[config.mk]
export PLATFORM = sky130hd
export DESIGN_NAME = mult_share_arbiter
export DESIGN_NICKNAME = d
export VERILOG_FILES = /design/src/rtl/mult_share_arbiter.sv
export SDC_FILE = /design/constraint.sdc
export NUM_CORES = 1
export LEC_CHECK = 0
export ABC_AREA = 1
export CAP_MARGIN = 5
export CORE_UTILIZATION = 43
export DETAILED_ROUTE_END_ITERATION = 16
export PLACE_DENSITY = 0.82
export REMOVE_ABC_BUFFERS = 1
export SYNTH_ARGS = -nofsm -noshare
export SYNTH_HDL_FRONTEND = slang
export SYNTH_SLANG_ARGS = --single-unit
[constraint.sdc]
create_clock -name clk -period 4.5 [get_ports clk]
set_clock_uncertainty 0.15 [all_clocks]
set_input_delay 1.125 -clock clk [delete_from_list [all_inputs] [get_ports clk]]
set_output_delay 1.125 -clock clk [all_outputs]
set_load 0.01 [all_outputs]
[src/rtl/mult_share_arbiter.sv]
// mult_share_arbiter
// Round-robin arbiter that shares one external pipelined 16x16 multiplier
// among NUM_REQ requesters. One operand pair is issued per cycle at most.
// A LATENCY+1 deep tag pipeline remembers who owns each in-flight product,
// so that each product can be routed back to the requester that issued it.
module mult_share_arbiter #(
    parameter int unsigned NUM_REQ = 4,
    parameter int unsigned LATENCY = 4
) (
    input  logic                   clk,
    input  logic                   rst_n,
    input  logic [NUM_REQ-1:0]     req_valid,
    input  logic [16*NUM_REQ-1:0]  req_a,
    input  logic [16*NUM_REQ-1:0]  req_b,
    output logic [NUM_REQ-1:0]     req_ready,
    output logic [15:0]            mult_a,
    output logic [15:0]            mult_b,
    output logic                   mult_issue,
    input  logic [31:0]            mult_p,
    output logic [NUM_REQ-1:0]     rsp_valid,
    output logic [31:0]            rsp_p,
    output logic [15:0]            issue_count
);

    localparam int unsigned IDX_W = (NUM_REQ > 1) ? $clog2(NUM_REQ) : 1;

    // Architectural state
    logic [NUM_REQ-1:0] pending_q, pending_d;
    logic [IDX_W-1:0]   rr_ptr_q, rr_ptr_d;
    logic [15:0]        mult_a_q, mult_a_d;
    logic [15:0]        mult_b_q, mult_b_d;
    logic               mult_issue_q, mult_issue_d;
    logic [NUM_REQ-1:0] rsp_valid_q, rsp_valid_d;
    logic [31:0]        rsp_p_q, rsp_p_d;
    logic [15:0]        issue_count_q, issue_count_d;

    // Owner tags; stage LATENCY lines up with the matching product on mult_p
    logic               tag_vld_q [LATENCY+1];
    logic [IDX_W-1:0]   tag_own_q [LATENCY+1];

    // Arbitration signals
    logic [NUM_REQ-1:0] eligible;
    logic               grant_vld;
    logic [IDX_W-1:0]   grant_idx;
    logic [NUM_REQ-1:0] grant_oh;
    logic [15:0]        sel_a;
    logic [15:0]        sel_b;
    logic               xfer;
    int unsigned        cand_u;
    logic [IDX_W-1:0]   cand_idx;

    // Response decode signals
    logic               rsp_fire;
    logic [IDX_W-1:0]   rsp_own;
    logic [NUM_REQ-1:0] rsp_oh;

    // Round-robin search: first eligible index at or after rr_ptr, wrapping
    always_comb begin
        eligible  = req_valid & ~pending_q;
        grant_vld = 1'b0;
        grant_idx = '0;
        cand_u    = 0;
        cand_idx  = '0;
        for (int unsigned off = 0; off < NUM_REQ; off++) begin
            cand_u = 32'(rr_ptr_q) + off;
            if (cand_u >= NUM_REQ) begin
                cand_u = cand_u - NUM_REQ;
            end
            cand_idx = IDX_W'(cand_u);
            if (!grant_vld && eligible[cand_idx]) begin
                grant_vld = 1'b1;
                grant_idx = cand_idx;
            end
        end
    end

    // One-hot grant and operand mux for the winning requester
    always_comb begin
        grant_oh = '0;
        sel_a    = '0;
        sel_b    = '0;
        for (int unsigned i = 0; i < NUM_REQ; i++) begin
            if (grant_vld && (grant_idx == IDX_W'(i))) begin
                grant_oh[i] = 1'b1;
                sel_a       = req_a[16*i +: 16];
                sel_b       = req_b[16*i +: 16];
            end
        end
    end

    assign req_ready = grant_oh;
    assign xfer      = |(req_valid & grant_oh);

    // Decode the tag leaving the pipeline into a one-hot response owner
    always_comb begin
        rsp_fire = tag_vld_q[LATENCY];
        rsp_own  = tag_own_q[LATENCY];
        rsp_oh   = '0;
        for (int unsigned i = 0; i < NUM_REQ; i++) begin
            if (rsp_fire && (rsp_own == IDX_W'(i))) begin
                rsp_oh[i] = 1'b1;
            end
        end
    end

    // Next-state for pending set, pointer, operand registers and response
    always_comb begin
        pending_d     = pending_q;
        rr_ptr_d      = rr_ptr_q;
        mult_issue_d  = 1'b0;
        mult_a_d      = '0;
        mult_b_d      = '0;
        issue_count_d = issue_count_q;
        rsp_valid_d   = '0;
        rsp_p_d       = rsp_p_q;

        // A returning owner is never the current winner (it is still pending),
        // so clear-then-set on the same vector cannot collide.
        if (rsp_fire) begin
            pending_d   = pending_d & ~rsp_oh;
            rsp_valid_d = rsp_oh;
            rsp_p_d     = mult_p;
        end

        if (xfer) begin
            pending_d     = pending_d | grant_oh;
            rr_ptr_d      = (grant_idx == IDX_W'(NUM_REQ - 1)) ? '0 : grant_idx + IDX_W'(1);
            mult_issue_d  = 1'b1;
            mult_a_d      = sel_a;
            mult_b_d      = sel_b;
            issue_count_d = issue_count_q + 16'd1;
        end
    end

    // Control and datapath registers
    always_ff @(posedge clk or negedge rst_n) begin
        if (!rst_n) begin
            pending_q     <= '0;
            rr_ptr_q      <= '0;
            mult_a_q      <= '0;
            mult_b_q      <= '0;
            mult_issue_q  <= 1'b0;
            rsp_valid_q   <= '0;
            rsp_p_q       <= '0;
            issue_count_q <= '0;
        end else begin
            pending_q     <= pending_d;
            rr_ptr_q      <= rr_ptr_d;
            mult_a_q      <= mult_a_d;
            mult_b_q      <= mult_b_d;
            mult_issue_q  <= mult_issue_d;
            rsp_valid_q   <= rsp_valid_d;
            rsp_p_q       <= rsp_p_d;
            issue_count_q <= issue_count_d;
        end
    end

    // Tag pipeline: stage 0 mirrors mult_issue, later stages shift each edge
    always_ff @(posedge clk or negedge rst_n) begin
        if (!rst_n) begin
            for (int unsigned s = 0; s <= LATENCY; s++) begin
                tag_vld_q[s] <= 1'b0;
                tag_own_q[s] <= '0;
            end
        end else begin
            tag_vld_q[0] <= xfer;
            tag_own_q[0] <= grant_idx;
            for (int unsigned s = 1; s <= LATENCY; s++) begin
                tag_vld_q[s] <= tag_vld_q[s-1];
                tag_own_q[s] <= tag_own_q[s-1];
            end
        end
    end

    assign mult_a      = mult_a_q;
    assign mult_b      = mult_b_q;
    assign mult_issue  = mult_issue_q;
    assign rsp_valid   = rsp_valid_q;
    assign rsp_p       = rsp_p_q;
    assign issue_count = issue_count_q;

endmodule
Word level (Yosys, flattened, before mapping)
Index checks and enable logic that the tools add are counted.

cells by class
  muxes and demuxes = 43
  reduce and logical (&&, ||, !) cells = 17
  add/sub/neg operators = 9
  bitwise logic cells = 6
  magnitude comparators = 8
  equality and inequality tests = 6

operator list
  operator               count
  $mux 16                10
  $mux 2                 9
  $mux 1                 17
  $add 16x1->16 const B  1
  $and 4x4->4            3
  $lt 2x3->1 const B     4
  $mux 4                 3
  $logic_and 1x1->1      11
  $ge 3x3->1 const B     3
  $bmux 1 s2             4
  $eq 2x2->1 const B     4
  $not 4->4              2
  $sub 2x1->2 const B    4
  $add 2x2->3 const B    2
  $eq 2x1->1 const B     2
  $logic_not 2->1        2
  $or 4x4->4             1
  $reduce_or 4->1        1
  $add 2x1->3 const B    1
  $ge 2x3->1 const B     1
  $logic_not 1->1        3
  $add 2x1->2 const B    1

storage, ports and cells
  input bits = 166
  output and inout port bits = 89
  register bits after elaboration = 106

Logic depth before layout (Yosys ltp)
  depth in word-level cells = 21
  depth in mapped cells = 19
  depth with buffers taken out = 16

Worst setup path before layout
No wires, ideal clock.

  path type = input to output
  start = in req_valid[2]
  end = out req_ready[1]
  path buffers = 2
  required time = 3.225 ns
  path slack = 0.389 ns
  data arrival time = 2.836 ns
  stages = 12
  path through = nand3_1 > nand3_1 > nand2_2 > a21oi_1 > a22oi_1 > o21ai_0 > nor2_1 > ha_1 > clkbuf_1 > buf_1 > nand2_1 > inv_1

between the ends
  longest elaborated chain between the ends = 16
  elaborated cells between the ends (all ways) = 26
  classes of those cells = eq/ne (1); mux (17); bitwise (1); reduce/logical (7)

RTL lines
  element                       RTL line  text
  from (decl)                   12        input logic [NUM_REQ-1:0] req_valid,
  $and 4x4->4 (*)               59        eligible = req_valid & ~pending_q;
  $bmux 1 s2                    70        if (!grant_vld && eligible[cand_idx]) begin
  $mux 1 (implied by the code)  70
  $mux 1                        70
  $logic_not 1->1               70
  $logic_and 1x1->1             70
  $mux 1                        70
  $logic_not 1->1               70
  $logic_and 1x1->1             70
  $mux 1                        70
  $logic_not 1->1               70
  $logic_and 1x1->1             70
  $mux 2                        70
  $eq 2x1->1                    83        if (grant_vld && (grant_idx == IDX_W'(i))) begin
  $logic_and 1x1->1 (*)         83
  $mux 1 (*)                    83
  to (decl)                     15        output logic [NUM_REQ-1:0] req_ready,

Every way passes the cells marked *; elsewhere a longest branch is shown, timed or not. The select of a mux whose other input is x is not followed.

Worst setup path after layout
  start = in req_valid[0]
  end = out req_ready[0]

between the ends
  longest elaborated chain between the ends = 16
  elaborated cells between the ends (all ways) = 26
  classes of those cells = mux (17); bitwise (1); reduce/logical (8)

RTL lines
  element                       RTL line
  $and 4x4->4 (*)               59
  $bmux 1 s2                    70
  $mux 1 (implied by the code)  70
  $mux 1                        70
  $logic_not 1->1               70
  $logic_and 1x1->1             70
  $mux 1                        70
  $logic_not 1->1               70
  $logic_and 1x1->1             70
  $mux 1                        70
  $logic_not 1->1               70
  $logic_and 1x1->1             70
  $mux 2                        70
  $logic_not 2->1               83
  $logic_and 1x1->1 (*)         83
  $mux 1 (*)                    83

Marks and branches as above.

==> reports/results.txt <==
initial antenna violation count = 0
Leak = 4.19 nW
Cell Rows = 42
core area = 13,200 µm²
count of state elements after synthesis = 105
gr ovfl total = 0
Worst Min Path Start = tag_own_q[6]
post-synthesis cell area = 5860 µm²
CTS Hold Bufs = 0
routed wire length = 17,200 µm
gpl congestion = 0.888
H-Tree Depth = 3
Cell Pwr Density = 858 nW/µm²
# port buffers = 254
Worst-path clk slew = 0.07 ns
vias in the first global route = 5,709
Post-synth ARST share = 1.00
root buf cell = clkbuf_16
hpwl dp = 12,200 µm
width of the die = 119 µm
Synth Instances = 732
maximum VDD drop = 0.654 mV
I/O pins = 255
Tot GR Track Use = 0.252
main area contributors after synthesis = dfrtp_1 (45%), nand3_1 (11%), nand2_1 (9.2%)
most frequent cells in the layout = clkdlybuf4s50_1 (246), nand2_1 (142), nand3_1 (120)
max cap viols = 0
Achievable Freq = 0.232 GHz
FF-to-FF End = mult_a[13]
sequential share of the synthesized area = 0.449
overall power = 7.58 mW
Final Hold Vio Count = 0
Die Ht = 119 µm
Sinks on Clock Net = 105
status = finished, final reports clean
Critical Path RT = 3.22 ns
Vias/cell = 5.01
Yosys top cell area share = 0.449
clock latency on the worst-skew pair = 0.34 ns
initial DRC count = 240
synth warn = 0
r2r worst-path depth = 13
Setup crit end kind = output pin
drt wl/cell = 15.0 µm
Hold Path End = tag_own_q[4]
number of buffers created by CTS = 9
Worst Path Max Fanout = 4
first drt pass iteration count = 4
fraction of layout cells with a size suffix above 1 = 0.125
clock buffer depth = 2
routed vias = 5,758
Mean Syn Cell Area = 8.00 µm²
WP data arrival = 3.03 ns
number of synthesized flops with an enable pin = 0
Slew @ Worst Pin = 0.982 ns
Yosys cell types = 32
fin crit period = 4.31 ns
crit path kind = input port to output pin
Tcrit/Tclk final = 0.957
setup TNS = 0 ns
reg2reg start = rr_ptr_q[0]
Setup violations, final = 0
Main synth FF type = dfrtp_1
CTS tree = done
hold path cells = 0
initial core utilization = 0.442
global-route wire length before repair = 28,100 µm
RSZ-0062 raised after global routing = no
Setup crit start = req_valid[0]
r2r setup slk = 1.06 ns
largest area contributor in the synthesized netlist = dfrtp_1
Slew HR = 0.346
Hold Path Class = flop to flop
n_diodes = 0
Startpoint Class = input port
final antenna-violating net count = 0
# nets final = 1,140
final slew viol count = 0
commonest non-fill, non-tap cell in the layout = clkdlybuf4s50_1
largest net degree at the start of global routing = 100
Area Overhead vs Synth = 51.0%
Die ar. = 14,100 µm²
post-detailed-route DRC marker count = 0
[worst max path at each step]
stage,cells past startpoint,endpoint,slack (ns)
6_report,13,req_ready[0],0.19
5_1_grt,13,req_ready[0],0.01
4_1_cts,13,req_ready[0],0.14
3_5_place_dp,13,req_ready[2],-0.14
3_3_place_gp,13,req_ready[2],-0.10
2_1_floorplan,10,req_ready[1],-0.19
[synthesized netlist by cell type (2+ instances only)]
library cell and count:
buf_1 7, ha_1 5, dfrtp_1 105, nand4_4 2, nand2_2 6, nor3_1 3
clkbuf_2 5, buf_6 8, nand4_1 2, buf_2 16, inv_1 54, or2_2 28
xor2_1 6, clkbuf_1 14, or2_1 4, xnor2_1 8, o21ai_0 22, nand2_1 143
o21ai_1 19, nand3_1 124, a21oi_1 33, mux2_2 32, nor2_1 77
[metrics by stage]
| step | hold WS, ns | instances | cell area, µm² | setup WS (ns) | utilization |
|---|---|---|---|---|---|
| 2_1_floorplan | 0.181 | 681 | 5570 | -0.186 | - |
| 3_3_place_gp | 0.183 | 1134 | 8520 | -0.104 | 0.644 |
| 6_report | 0.203 | 1150 | 8840 | 0.194 | 0.668 |
| 3_5_place_dp | 0.189 | 1134 | 8520 | -0.137 | 0.644 |
| 4_1_cts | 0.207 | 1150 | 8820 | 0.140 | 0.666 |
| 5_1_grt | 0.218 | 1150 | 8840 | 0.0123 | 0.668 |
[registers in the layout (all words and copies together), names as in the netlist, 2 cells and up]
name / count
rsp_own: 2
rsp_p: 32
issue_count: 16
pending_q: 4
rsp_valid: 4
rr_ptr_q: 2
tag_vld_q: 3
mult_b: 16
tag_own_q: 8
mult_a: 16
[cell families after synthesis]
kind of cell / Yosys count / synth area share
and+or+nand+nor: 394 / 0.309
buffers and inverters: 107 / 0.0844
DFF: 105 / 0.449
AOI/OAI and AO/OA: 75 / 0.0645
muxes: 32 / 0.0615
xor gates and xnor gates: 14 / 0.0209
adders and majority gates: 5 / 0.0107
[power by group]
group | internal, mW | total [mW] | switching (mW)
Sequential | 1.32 | 1.50 | 0.184
Combinational | 2.14 | 5.32 | 3.18
Clock | 0.399 | 0.760 | 0.361
[final cells by class]
class	instances	area (µm²)
clock inverter	6	50.0
fill	1120	4400
clock buffer	10	239
sequential	105	2630
tap	176	220
timing repair buffer	277	2730
inverter	56	213
multi-input combinational	520	2760
[worst max-delay path, cell delays in order]
cell             delay, ns
clkdlybuf4s50_1       0.50
nand3_1               0.12
nand3_2               0.10
nand2_2               0.07
a21oi_2               0.13
a22oi_1               0.07
o21ai_1               0.10
nor2_1                0.07
buf_4                 0.13
ha_1                  0.19
nand2_2               0.08
inv_1                 0.04
dlygate4sd2_1         0.28
[layer usage]
metal  vias to the layer above  routed length [µm]  track usage
met3                        45                1400       0.0676
li1                       2835                   -            -
met2                       262                8270        0.427
met4                         0                 643        0.130
met1                      2616                6900        0.292
met5                         -                   0            0
[repair_timing]
item / in CTS / in global routing
endpoints found under the hold margin: 0 / 0
gates resized for setup: 8 / 7
setup endpoints to repair: 4 / 4
pin swaps: 0 / 3
setup buffers: 0 / 0
Power figures use the tool's default switching activity.
